### src/rtl/traffic_light_monitor.sv
// Traffic light sequence/timing monitor: decodes observed lamp states, tracks
// phase order and phase durations, and reports sticky errors and completed cycles.
module traffic_light_monitor #(
    parameter int DUR_RED        = 5,
    parameter int DUR_RED_YELLOW = 5,
    parameter int DUR_GREEN      = 5,
    parameter int DUR_YELLOW     = 5
) (
    input  logic        clk,
    input  logic        rst,
    input  logic        red,
    input  logic        yellow,
    input  logic        green,
    input  logic        clr_err,
    output logic [1:0]  phase,
    output logic        locked,
    output logic        seq_err,
    output logic        time_err,
    output logic        illegal_err,
    output logic        err_pulse,
    output logic        cycle_done,
    output logic [15:0] cycle_count,
    output logic [9:0]  last_dur
);

    localparam logic [1:0] PH_RED        = 2'b00;
    localparam logic [1:0] PH_RED_YELLOW = 2'b11;
    localparam logic [1:0] PH_GREEN      = 2'b01;
    localparam logic [1:0] PH_YELLOW     = 2'b10;

    typedef enum logic [1:0] {IDLE = 2'd0, SYNC = 2'd1, TRACK = 2'd2} state_t;

    function automatic logic [9:0] sat_inc_dur(input logic [9:0] v);
        return (v == 10'h3FF) ? v : v + 10'd1;
    endfunction

    function automatic logic [15:0] sat_inc_cnt(input logic [15:0] v);
        return (v == 16'hFFFF) ? v : v + 16'd1;
    endfunction

    function automatic logic [1:0] succ_of(input logic [1:0] p);
        case (p)
            PH_RED:        return PH_RED_YELLOW;
            PH_RED_YELLOW: return PH_GREEN;
            PH_GREEN:      return PH_YELLOW;
            default:       return PH_RED;
        endcase
    endfunction

    function automatic logic [9:0] dur_of(input logic [1:0] p);
        case (p)
            PH_RED:        return 10'(DUR_RED);
            PH_RED_YELLOW: return 10'(DUR_RED_YELLOW);
            PH_GREEN:      return 10'(DUR_GREEN);
            default:       return 10'(DUR_YELLOW);
        endcase
    endfunction

    state_t      state, nxt_state;
    logic [2:0]  code, prev_code;
    logic        prev_vld, prev_ill, overrun, armed;
    logic [9:0]  dur;
    logic        legal;
    logic [1:0]  dec;
    logic        changed, phase_adv, red_entry, close_cycle;
    logic        ev_seq, ev_time, ev_ill, ev_any, done;

    assign code    = {red, yellow, green};
    assign changed = !prev_vld || (code != prev_code);

    always_comb begin
        legal = 1'b1;
        dec   = PH_RED;
        case (code)
            3'b100:  dec = PH_RED;
            3'b110:  dec = PH_RED_YELLOW;
            3'b001:  dec = PH_GREEN;
            3'b010:  dec = PH_YELLOW;
            default: legal = 1'b0;
        endcase
    end

    // Outside IDLE the previous sample was legal, so a phase mismatch is a code change.
    always_comb begin
        nxt_state = state;
        ev_seq    = 1'b0;
        ev_time   = 1'b0;
        ev_ill    = 1'b0;
        phase_adv = 1'b0;
        if (!legal) begin
            nxt_state = IDLE;
            ev_ill    = !prev_ill;
        end else if (state == IDLE) begin
            nxt_state = SYNC;
        end else if (dec == phase) begin
            if (state == TRACK && dur == dur_of(phase) && !overrun)
                ev_time = 1'b1;
        end else if (dec == succ_of(phase)) begin
            phase_adv = 1'b1;
            nxt_state = TRACK;
            if (state == TRACK && dur != dur_of(phase) && !overrun)
                ev_time = 1'b1;
        end else begin
            ev_seq    = 1'b1;
            nxt_state = SYNC;
        end
    end

    assign ev_any      = ev_seq | ev_time | ev_ill;
    assign red_entry   = phase_adv && (dec == PH_RED);
    assign close_cycle = phase_adv && (state == TRACK) && (phase == PH_YELLOW);
    assign done        = close_cycle && armed && !ev_any;

    always_ff @(posedge clk) begin
        if (rst) begin
            state       <= IDLE;
            phase       <= PH_RED;
            locked      <= 1'b0;
            seq_err     <= 1'b0;
            time_err    <= 1'b0;
            illegal_err <= 1'b0;
            err_pulse   <= 1'b0;
            cycle_done  <= 1'b0;
            cycle_count <= 16'd0;
            last_dur    <= 10'd0;
            dur         <= 10'd0;
            prev_code   <= 3'b000;
            prev_vld    <= 1'b0;
            prev_ill    <= 1'b0;
            overrun     <= 1'b0;
            armed       <= 1'b0;
        end else begin
            state     <= nxt_state;
            locked    <= (nxt_state == TRACK);
            prev_code <= code;
            prev_vld  <= 1'b1;
            prev_ill  <= !legal;
            dur       <= changed ? 10'd1 : sat_inc_dur(dur);
            if (legal)
                phase <= dec;
            if (changed)
                overrun <= 1'b0;
            else if (ev_time)
                overrun <= 1'b1;
            // A cycle is armed at each RED entry and disarmed by any later error.
            if (red_entry)
                armed <= 1'b1;
            else if (ev_any)
                armed <= 1'b0;
            if (phase_adv && state == TRACK)
                last_dur <= dur;
            seq_err     <= (seq_err && !clr_err) || ev_seq;
            time_err    <= (time_err && !clr_err) || ev_time;
            illegal_err <= (illegal_err && !clr_err) || ev_ill;
            err_pulse   <= ev_any;
            cycle_done  <= done;
            if (done)
                cycle_count <= sat_inc_cnt(cycle_count);
        end
    end

endmodule

### config.mk
export PLATFORM = sky130hd
export DESIGN_NAME = traffic_light_monitor
export DESIGN_NICKNAME = d
export VERILOG_FILES = /design/src/rtl/traffic_light_monitor.sv
export SDC_FILE = /design/constraint.sdc
export NUM_CORES = 1
export LEC_CHECK = 0
export CAP_MARGIN = 20
export CORE_UTILIZATION = 50
export DETAILED_ROUTE_END_ITERATION = 6
export PLACE_DENSITY = 0.75
export SETUP_SLACK_MARGIN = 0.3
export SYNTH_ARGS = -nofsm -noshare
export SYNTH_HDL_FRONTEND = slang
export SYNTH_SLANG_ARGS = --single-unit
### constraint.sdc
create_clock -name clk -period 5.9 [get_ports clk]
set_input_delay 0.885 -clock clk [delete_from_list [all_inputs] [get_ports clk]]
set_output_delay 0.885 -clock clk [all_outputs]
set_load 0.01 [all_outputs]
==> results_tabular.tex <==
\begin{tabular}{lr}
\hline
Metric & Value \\
\hline
\multicolumn{2}{l}{\textbf{CTS}} \\
\quad Worst-case clock buffer depth & 2 \\
\quad Skew-Pair Late Insertion Delay & 0.31 ns \\
\quad Num CTS Buffers & 5 \\
\quad H-tree depth & 2 \\
\quad Clock tree sinks & 53 \\
\quad Clock tree from TritonCTS & done \\
\quad Clock transition time at the flip-flop clock pins of the worst setup and hold paths & 0.10 ns \\
\quad Clock Root Buffer & sky130\_fd\_sc\_hd\_\_clkbuf\_8 \\
\quad Resized Gates After CTS & 0 \\
\quad Cts hold-fix bufs & 0 \\
\quad Post-CTS setup repair buffer count & 0 \\
\multicolumn{2}{l}{\textbf{Yosys}} \\
\quad Net count of the mapped netlist & 324 \\
\quad Post-synth EDFFs & 0 \\
\quad Share of Yosys cell area claimed by the top area cell type & 40.2\% \\
\quad Fraction of the mapped netlist area in simple logic gates & 29.0\% \\
\quad Combinational family with the most area after synthesis & simple AND/OR/NAND/NOR gates \\
\quad Compound-Gate Fraction of Synth Area & 14.6\% \\
\quad Cell count after synthesis & 312 \\
\quad Most frequently used cell type in the post-synthesis netlist & sky130\_fd\_sc\_hd\_\_dfxtp\_1 \\
\quad Cell types with the largest area share after synthesis & sky130\_fd\_sc\_hd\_\_dfxtp\_1, sky130\_fd\_sc\_hd\_\_nor2\_1, sky130\_fd\_sc\_hd\_\_a21oi\_1 \\
\quad Fraction of the yosys area taken by sequential cells & 40.2\% \\
\quad Leading area contributor after synthesis & sky130\_fd\_sc\_hd\_\_dfxtp\_1 \\
\quad List of most frequent post-synthesis cells & sky130\_fd\_sc\_hd\_\_dfxtp\_1, sky130\_fd\_sc\_hd\_\_nor2\_1, sky130\_fd\_sc\_hd\_\_a21oi\_1 \\
\quad Ys async rst share & 0\% \\
\quad Most instantiated flip-flop cell in the synthesis netlist & sky130\_fd\_sc\_hd\_\_dfxtp\_1 \\
\quad Xor and xnor fraction of the mapped netlist area & 2.98\% \\
\quad Synthesized-area fraction occupied by adder cells & 2.84\% \\
\quad Count of state elements after synthesis & 53 \\
\quad Distinct cell type count of the synthesized netlist & 52 \\
\quad Yosys warning total & 0 \\
\quad Mean area per synthesized cell & 8.47 um2 \\
\quad Syn Std Cell Area & 2640 um2 \\
\quad Multiplexer area fraction after synthesis & 5.45\% \\
\multicolumn{2}{l}{\textbf{Cells and area}} \\
\quad Layout cells sized above 1 & 5.20\% \\
\quad Net total in the final layout & 357 \\
\quad Final standard cell utilization of the core & 61.6\% \\
\quad Cell area after layout & 3140 um2 \\
\quad Non-filler cells in the finished layout & 416 \\
\quad Fill count & 464 \\
\quad Synthesis-to-layout area growth & 19.0\% \\
\quad Antenna fix cells & 0 \\
\multicolumn{2}{l}{\textbf{Run}} \\
\quad Number of max-cap violations & 0 \\
\multicolumn{2}{l}{\textbf{Min path}} \\
\quad Number of instances on the worst hold path & 2 \\
\quad Type of the worst min-delay path & reg -> reg \\
\multicolumn{2}{l}{\textbf{Global route}} \\
\quad Total grt overflow & 0 \\
\quad Pin count of the biggest net entering global routing & 41 \\
\quad All-layer global routing usage & 22.2\% \\
\quad First-pass GRT wire length & 9600 um \\
\quad Number of global-route vias before repair & 2087 \\
\quad Initial antenna violation count & 0 \\
\multicolumn{2}{l}{\textbf{Place}} \\
\quad Dpl ws & 2.02 ns \\
\quad Final HPWL DP & 3980 um \\
\quad Placer congestion estimate & 0.897 \\
\quad Number of cells in the design after placement & 408 \\
\quad Count of port buffers added during placement & 39 \\
\quad Post-detailed-placement cell area & 3060 um2 \\
\multicolumn{2}{l}{\textbf{Route}} \\
\quad Vias per cell & 5.66 \\
\quad Violation count after the first detailed-routing iteration & 126 \\
\quad Antenna viol nets, final & 0 \\
\quad Number of detailed-routing iterations run before antenna repair & 4 \\
\quad Routed vias & 2354 \\
\quad Final routed wirelength across all metal layers & 5660 um \\
\quad DR WL/cell & 13.6 um \\
\quad DRC & 0 \\
\multicolumn{2}{l}{\textbf{STA}} \\
\quad Setup ws final & 2.32 ns \\
\quad Finish-stage setup viols & 0 \\
\quad Slew at the pin closest to its max-slew limit & 0.600 ns \\
\quad Number of max-slew violations in the final report & 0 \\
\quad Relative slew slack & 59.9\% \\
\quad Worst hold slack & 0.465 ns \\
\quad Maximum clock skew at final layout & 0.0126 ns \\
\quad Setup repair after global routing missed its margin & false \\
\quad Top achievable clock speed & 279 MHz \\
\quad Final count of hold timing violations & 0 \\
\quad Final critical-path share of the clock period & 60.7\% \\
\quad Post-layout min period & 3.58 ns \\
\quad Total negative slack & 0 ns \\
\multicolumn{2}{l}{\textbf{Setup path}} \\
\quad Largest driver fanout on the critical path & 14 \\
\quad Category of the worst setup path launch point & input pin \\
\quad Req. time, crit path & 6.13 ns \\
\quad Endpoint kind of the worst setup timing path & register \\
\quad R2r worst-path depth & 8 \\
\quad Start-to-end type of the worst setup path & in -> reg \\
\quad Worst EP arrival & 3.82 ns \\
\multicolumn{2}{l}{\textbf{Die}} \\
\quad Core region area & 5110 um2 \\
\quad Die width & 74.7 um \\
\quad Die height & 74.7 um \\
\quad Initial Utilization & 51.7\% \\
\quad Std cell rows & 26 \\
\quad Count of pins on the block boundary & 40 \\
\quad Area of the die & 5580 um2 \\
\multicolumn{2}{l}{\textbf{Pwr}} \\
\quad Total power divided by cell area & 203 nW/um2 \\
\quad Largest voltage drop on the vdd net & 0.000133 V \\
\quad Static leakage & 1.12 nW \\
\quad Tot Pwr & 0.637 mW \\
\multicolumn{2}{l}{\textbf{Run status}} \\
\quad Status & completed \\
\hline
\end{tabular}
==> per-layer routing <==
metal | share of wire, % | vias up | GRT usage [%] | wire length [um]
li1 | - | 1189 | - | -
met1 | 47 | 1114 | 29.2 | 2680
met2 | 49 | 43 | 36.6 | 2750
met3 | 2.5 | 8 | 4.42 | 144
met4 | 1.5 | 0 | 7.34 | 83
met5 | 0 | - | 0 | 0
==> final timing paths <==
path | slack (ns) | endpoint | start
setup / recovery | 2.32 | cycle_count[12] | green
hold reg to reg | 0.47 | seq_err | seq_err
setup reg to reg | 2.85 | cycle_count[12] | phase[0]
hold / removal | 0.47 | seq_err | seq_err
==> final cells by class <==
class | count | area (um2) | area share, %
Tap cell | 70 | 87.6 | 2.79
Sequential cell | 53 | 1060 | 33.7
Clock inverter | 2 | 13.8 | 0.438
Timing Repair Buffer | 41 | 405 | 12.9
Clock buffer | 6 | 72.6 | 2.31
Multi-Input combinational cell | 230 | 1450 | 46.2
Inverter | 14 | 52.6 | 1.67
==> cell usage in the layout (no fill, tap or decap), types with 2 or more instances in the layout <==
master	synthesis	routed
sky130_fd_sc_hd__or3_1	4	4
sky130_fd_sc_hd__nor2b_1	6	6
sky130_fd_sc_hd__or4_1	9	9
sky130_fd_sc_hd__o21a_1	2	2
sky130_fd_sc_hd__nand2b_1	3	3
sky130_fd_sc_hd__nor3b_1	3	3
sky130_fd_sc_hd__and3_1	7	7
sky130_fd_sc_hd__dfxtp_1	53	53
sky130_fd_sc_hd__inv_1	14	14
sky130_fd_sc_hd__a31oi_1	2	2
sky130_fd_sc_hd__nor2_1	45	45
sky130_fd_sc_hd__nor4_1	4	4
sky130_fd_sc_hd__clkbuf_8	0	5
sky130_fd_sc_hd__xor2_1	2	2
sky130_fd_sc_hd__a211oi_1	3	3
sky130_fd_sc_hd__buf_4	2	2
sky130_fd_sc_hd__and2_1	4	4
sky130_fd_sc_hd__o31ai_1	9	9
sky130_fd_sc_hd__mux2i_1	11	11
sky130_fd_sc_hd__nand2_1	14	14
sky130_fd_sc_hd__ha_1	6	6
sky130_fd_sc_hd__o21ai_0	4	4
sky130_fd_sc_hd__a311oi_1	2	2
sky130_fd_sc_hd__clkdlybuf4s50_1	0	39
sky130_fd_sc_hd__nand3_1	17	17
sky130_fd_sc_hd__xnor2_1	7	7
sky130_fd_sc_hd__and4_1	2	2
sky130_fd_sc_hd__mux2_2	3	3
sky130_fd_sc_hd__or2_2	2	2
sky130_fd_sc_hd__nand4_1	8	8
sky130_fd_sc_hd__a21oi_1	23	23
sky130_fd_sc_hd__nor3_1	10	10
==> registers in the layout (all words and copies together) (netlist names), 2 cells and up <==
register	flops
cycle_count	16
dur	10
last_dur	10
prev_code	3
phase	2
state	2
==> where the power goes <==
part           internal (mW)  total [mW]  switching, mW
clock network         0.0849       0.207          0.122
logic                 0.0248      0.0613         0.0365
registers              0.364       0.369        0.00548
==> critical path, cell delays in order <==
cell and delay [ns]:
sky130_fd_sc_hd__clkdlybuf4s50_1 0.72, sky130_fd_sc_hd__nor3b_1 0.43, sky130_fd_sc_hd__nor3_1 0.18, sky130_fd_sc_hd__nor4_4 0.25, sky130_fd_sc_hd__nand2_1 0.44, sky130_fd_sc_hd__or4b_1 0.65
sky130_fd_sc_hd__a221oi_2 0.27
==> cells by family (layout without fill, tap and decap cells) <==
group | after synthesis | after routing
compound gates | 57 | 57
xor+xnor | 9 | 9
fa+ha+maj | 6 | 6
buf+inv | 29 | 63
flops | 53 | 53
mux | 14 | 14
simple gates | 144 | 144
Note: power is estimated with default switching activity, not from simulation.
